==> config.mk <==
export PLATFORM = sky130hd
export DESIGN_NAME = iterative_multiplier
export DESIGN_NICKNAME = d
export VERILOG_FILES = /design/src/rtl/mips_pkg.sv /design/src/rtl/mult_step.sv /design/src/rtl/iterative_multiplier.sv
export SDC_FILE = /design/constraint.sdc
export NUM_CORES = 1
export LEC_CHECK = 0
export BUFFER_PORTS_ARGS = -buffer_cell sky130_fd_sc_hd__buf_2
export CAP_MARGIN = 20
export CORE_AREA = 2 2 190 192
export CTS_BUF_LIST = sky130_fd_sc_hd__clkbuf_4 sky130_fd_sc_hd__clkbuf_8
export DETAILED_ROUTE_END_ITERATION = 8
export DIE_AREA = 0 0 192 194
export RECOVER_POWER = 100
export SETUP_SLACK_MARGIN = 0.2
export SLEW_MARGIN = 10
export SYNTH_ARGS = -nofsm -noshare
export SYNTH_HDL_FRONTEND = slang
export SYNTH_SLANG_ARGS = --single-unit
==> constraint.sdc <==
create_clock -name clk -period 5.3 [get_ports clk]
set_clock_uncertainty 0.05 [all_clocks]
set_input_delay 1.06 -clock clk [delete_from_list [all_inputs] [get_ports clk]]
set_output_delay 1.06 -clock clk [all_outputs]
set_load 0.01 [all_outputs]
==> src/rtl/mips_pkg.sv <==
// Shared definitions for the MIPS datapath: HI/LO multiplier state encoding
// and default operand width.
package mips_pkg;

    localparam int MULT_DEFAULT_WIDTH = 32;

    typedef enum logic [1:0] {
        IDLE   = 2'd0,
        CALC   = 2'd1,
        FINISH = 2'd2
    } mult_state_t;

endpackage

==> src/rtl/mult_step.sv <==
// One shift-add iteration: adds multiplicand times the low STEP accumulator bits
// into the upper field, then shifts the whole accumulator right by STEP.
module mult_step
    import mips_pkg::*;
#(
    parameter int WIDTH = MULT_DEFAULT_WIDTH,
    parameter int STEP  = 1
) (
    input  logic [WIDTH-1:0]          mcand,
    input  logic [2*WIDTH+STEP-1:0]   acc_in,
    output logic [2*WIDTH+STEP-1:0]   acc_out
);

    localparam int ACC_W = 2 * WIDTH + STEP;
    localparam int UPR_W = WIDTH + STEP;

    logic [UPR_W-1:0] upper;
    logic [UPR_W-1:0] partial;
    logic [UPR_W-1:0] sum;
    logic [WIDTH-1:0] lower;
    logic [STEP-1:0]  digit;

    assign upper = acc_in[ACC_W-1 -: UPR_W];
    assign lower = acc_in[WIDTH-1:0];
    assign digit = acc_in[STEP-1:0];

    // NOTE: blocking assignments here: each loop pass must see the running partial sum.
    always_comb begin
        partial = '0;
        for (int i = 0; i < STEP; i++) begin
            if (digit[i]) begin
                partial = partial + (UPR_W'(mcand) << i);
            end
        end
    end

    // upper stays below 2^WIDTH after every shift, so this add cannot overflow UPR_W.
    assign sum     = upper + partial;
    assign acc_out = {sum, lower} >> STEP;

endmodule

==> src/rtl/iterative_multiplier.sv <==
// Multi-cycle signed/unsigned shift-add multiplier for the HI/LO unit; produces
// the full 2*WIDTH-bit product with a start/done handshake.
module iterative_multiplier
    import mips_pkg::*;
#(
    parameter int WIDTH = MULT_DEFAULT_WIDTH,
    parameter int STEP  = 1
) (
    input  logic             clk,
    input  logic             rst_n,
    input  logic             start,
    input  logic             signed_op,
    input  logic [WIDTH-1:0] a,
    input  logic [WIDTH-1:0] b,
    output logic             busy,
    output logic             done,
    output logic [WIDTH-1:0] hi,
    output logic [WIDTH-1:0] lo
);

    localparam int N     = WIDTH / STEP;
    localparam int CNT_W = $clog2(N + 1);
    localparam int ACC_W = 2 * WIDTH + STEP;

    if ((WIDTH % STEP) != 0 || WIDTH < 4 || (WIDTH % 2) != 0) begin : g_bad_params
        $error("iterative_multiplier: WIDTH must be even, >= 4, and divisible by STEP");
    end

    mult_state_t         state;
    mult_state_t         next_state;
    logic [WIDTH-1:0]    mcand;
    logic [ACC_W-1:0]    acc;
    logic [ACC_W-1:0]    acc_next;
    logic [CNT_W-1:0]    cnt;
    logic                neg;
    logic                last_iter;
    logic [WIDTH-1:0]    a_mag;
    logic [WIDTH-1:0]    b_mag;
    logic [2*WIDTH-1:0]  product;
    logic [2*WIDTH-1:0]  result;

    // |-2^(WIDTH-1)| wraps to 2^(WIDTH-1), which is exactly right read as unsigned.
    assign a_mag = (signed_op && a[WIDTH-1]) ? -a : a;
    assign b_mag = (signed_op && b[WIDTH-1]) ? -b : b;

    assign last_iter = (cnt == CNT_W'(N - 1));
    assign product   = acc[2*WIDTH-1:0];
    assign result    = neg ? -product : product;

    mult_step #(
        .WIDTH (WIDTH),
        .STEP  (STEP)
    ) u_step (
        .mcand   (mcand),
        .acc_in  (acc),
        .acc_out (acc_next)
    );

    always_ff @(posedge clk) begin
        if (!rst_n) begin
            state <= IDLE;
        end else begin
            state <= next_state;
        end
    end

    always_comb begin
        next_state = state;
        unique case (state)
            IDLE:    if (start) next_state = CALC;
            CALC:    if (last_iter) next_state = FINISH;
            FINISH:  next_state = IDLE;
            default: next_state = IDLE;
        endcase
    end

    always_comb begin
        busy = (state != IDLE);
    end

    // NOTE: sequential state uses non-blocking assignments so every register samples pre-edge values.
    always_ff @(posedge clk) begin
        if (!rst_n) begin
            mcand <= '0;
            acc   <= '0;
            cnt   <= '0;
            neg   <= 1'b0;
            hi    <= '0;
            lo    <= '0;
            done  <= 1'b0;
        end else begin
            done <= (state == FINISH);
            unique case (state)
                IDLE: begin
                    if (start) begin
                        mcand <= a_mag;
                        acc   <= {{(WIDTH + STEP){1'b0}}, b_mag};
                        cnt   <= '0;
                        neg   <= signed_op & (a[WIDTH-1] ^ b[WIDTH-1]);
                    end
                end
                CALC: begin
                    acc <= acc_next;
                    cnt <= cnt + 1'b1;
                end
                FINISH: begin
                    {hi, lo} <= result;
                end
                default: ;
            endcase
        end
    end

endmodule

==> flow_summary.ini <==
[sta]
worst_pin_slew_ns = 3.08
tns_ns = 0
rsz0062_at_grt = no
setup_viol = 0
drv_slew = 188
fmax_mhz = 246
hold_viol_final = 0
min_period_ns = 4.06
period_share_pct = 76.7
maxSlewHeadroom_pct = -106
finalHoldWorstSlack_ns = 0.400

[run_status]
status = finished with violations
violations = max-capacitance violations, max-slew violations

[place]
place_congestion = 0.889
portBuffers = 133
dpl.hpwl_mm = 24.4

[setup_path]
timing.critical_path.buf_inv = 4
cpMostUsedCell = clkbuf_1
critPathTopFamily = buffers and inverters
cp_data_required_time_ns = 5.49
cp-start-kind = input pin
cpMaxStageDelayCell = clkbuf_1
critPathArrivalTime_ns = 4.25
timing_worst_setup_path_type = input pin to flop
r2r-end = acc[19]
crit_start = rst_n
slowest_delay_ns = 2.21
worst_setup_path_end_kind = flop
r2r-start = state[1]
crit_end = acc[28]
r2r_cells = 7
reg2reg_slack_ns = 1.33
worstPathCellList = clkbuf_1 -> clkinvlp_2 -> buf_4 -> clkbuf_1 -> o22ai_1
critPathMaxFanout = 69
path_depth = 5

[power_and_ir_drop]
p_leak_nw = 4.42
peakVddDrop_mv = 0.147
p_per_area_mw_per_mm2 = 231

[drt]
via_per_inst = 5.21
drt-initial-drc-count = 579
drt_pass1_iterations = 5
antenna_left = 0
finalWirelength_mm = 31.7
drc = 0
vias = 9928
wl_per_cell_um = 16.6

[logic_synthesis]
ys_top_cells_by_area = dfxtp_1 33%, xor2_1 7.4%, a21oi_1 6.0%
synthesis.area_mm2 = 0.0105
syn_avg_cell_area_um2 = 7.77
synthSimpleGateAreaFrac_pct = 21.9
synth_warnings = 0
seq_area_frac_synth_pct = 32.5
yosys.area_share.adder_pct = 4.49
synthDistinctLibCells = 60
syn_inst = 1348
ys_seq_elements = 170
synth_xor_xnor_area_share_pct = 11.5
muxShareOfSynthArea_pct = 0.299
synth_top_flop_cell = dfxtp_1
synthDominantCellAreaShare_pct = 32.5
synth_edf_count = 0
ys_async_sr_fraction_pct = 0
synth_top_family_by_area = compound AO/OA/AOI/OAI gates
syn_nets = 1453
yosys.area.top_type = dfxtp_1
synth_compound_area_share_pct = 25.5

[grt]
grt_pass1_vias = 8903
grt_usage_pct = 16.5
grt_pass1_wl_mm = 49.0
overflow = 0
antenna_found_initial = 0
grt_max_degree = 82

[cells_and_area]
n_antenna_cell = 0
fillers = 3862
areaGrowthSynthToFinish_pct = 12.3
nNetsFinal = 1540
drive_gt1_share_pct = 8.51
multi_input_area_mm2 = 0.00665
final-seq-area_mm2 = 0.00340

[clock_tree]
cts_buffers = 17
cts_hold_buf = 0
htree_levels = 4
cts_tree = done
clk_path_buf_depth = 2
cts_resized = 0
clk_pin_slew_ns = 0.10
postCtsSetupBuffers = 0
clock-sinks = 170
clk_latency_ns = 0.47
root_buffer = clkbuf_8

[die]
rows = 69
coreArea_mm2 = 0.0352
io-pin-count = 134
dieArea_mm2 = 0.0372
die_width_um = 192
start_util_pct = 29.7
die_y_um = 194

[hold_path]
min_path_type = flop to flop

[job]
cap_violations = 3
-- power breakdown --
group,switching (mW),total (mW),leakage [nW],internal (mW)
clock network,0.521,0.891,0.167,0.370
logic,0.286,0.453,2.87,0.167
registers,0.0530,1.38,1.38,1.32
-- worst min-delay path by stage --
stage | endpoint | slack [ns] | start | cells past startpoint
floorplan | mcand[29] | 0.38 | mcand[29] | 2
global placement | hi[12] | 0.38 | hi[12] | 2
detailed placement | hi[12] | 0.39 | hi[12] | 2
CTS | hi[19] | 0.40 | hi[19] | 2
global route | hi[25] | 0.42 | hi[25] | 2
finish | hi[31] | 0.40 | hi[31] | 2
-- per-layer routing --
layer	track usage, %	up-vias	part of all wire, %
met2	24.0	265	42
met3	2.82	32	5.2
li1	-	5002	-
met4	4.81	0	1.8
met1	24.8	4629	51
met5	0	-	0
-- cells in the final DEF, fill, tap and decap left out, types with 10 or more instances in the layout --
cell type  netlist  layout
inv_1           25      24
nor2_1         122     121
or3_1           24      26
and2_1          42      42
clkbuf_8         0      17
o31ai_1         27      27
a21oi_1        125     125
a31oi_1         12      12
nand2_1        155     155
o41ai_1         14      16
a22oi_1         29      29
o21ai_0         95      97
dfxtp_1        170     169
ha_1            36      36
nor4_1          10      10
nor3_1          18      18
a211oi_1        52      52
xnor2_1         50      50
nand2b_1        10      10
and3_1          15      15
a21o_1          16      16
clkbuf_1        69      74
buf_2            1      64
xor2_1          88      88
nand3_1         36      36
-- Yosys cell counts (6+ instances only) --
cell and number:
inv_1 25, a22oi_1 29, o22ai_1 8, o21a_1 6, o41ai_1 14, nand2_1 155, and2_1 42, ha_1 36
nor4_1 10, xor2_1 88, buf_1 8, a21oi_1 125, dfxtp_1 170, o21ai_0 95, nand2b_1 10, nor2b_1 9
xnor2_1 50, a211oi_1 52, nor3_1 18, nor2_1 122, o31ai_1 27, and3_1 15, or3_1 24, a21o_1 16
a31oi_1 12, clkbuf_1 69, nand3_1 36
-- area by class of cell --
class | count | share of cell area (%)
clock buffers | 17 | 1.99
multi-input cells | 1075 | 56.6
repair buffers | 146 | 5.66
clock inverters | 13 | 1.03
flip-flops and latches | 170 | 29.0
inverters | 25 | 0.809
well taps | 461 | 4.91
-- kinds of logic (layout without fill, tap and decap cells) --
family | Yosys count | count (layout)
xor+xnor | 138 | 138
flops | 170 | 170
mux | 3 | 3
simple gates | 476 | 476
buf+inv | 103 | 201
fa+ha+maj | 37 | 37
compound gates | 421 | 421
-- worst register-to-register path: stages, from the launching register on --
cell and delay, ns:
dfxtp_1 0.36, nor2_1 0.32, and2_0 1.15, buf_4 0.65, nor2_2 0.08, clkbuf_1 0.61, a22oi_1 0.39, a21oi_1 0.11
-- per-stage QoR --
| step | instance area [um2] | util [%] | setup WS [ns] | cells | power, mW |
|---|---|---|---|---|---|
| 2_1_floorplan | 10500 | - | 2.14 | 1348 | 1.71 |
| 3_3_place_gp | 11500 | 32.7 | 1.47 | 1875 | 1.85 |
| 3_5_place_dp | 11500 | 32.7 | 1.32 | 1875 | 1.86 |
| 4_1_cts | 11900 | 33.7 | 1.27 | 1905 | 2.74 |
| 5_1_grt | 11800 | 33.4 | 0.842 | 1907 | 2.84 |
| 6_report | 11800 | 33.4 | 1.24 | 1907 | 2.72 |
-- flip-flops by register name (all words and copies together) (netlist names) --
register / count
acc: 64
neg: 1
hi: 32
lo: 32
cnt: 6
mcand: 32
state: 2
done: 1
(Power assumes the default switching activity.)
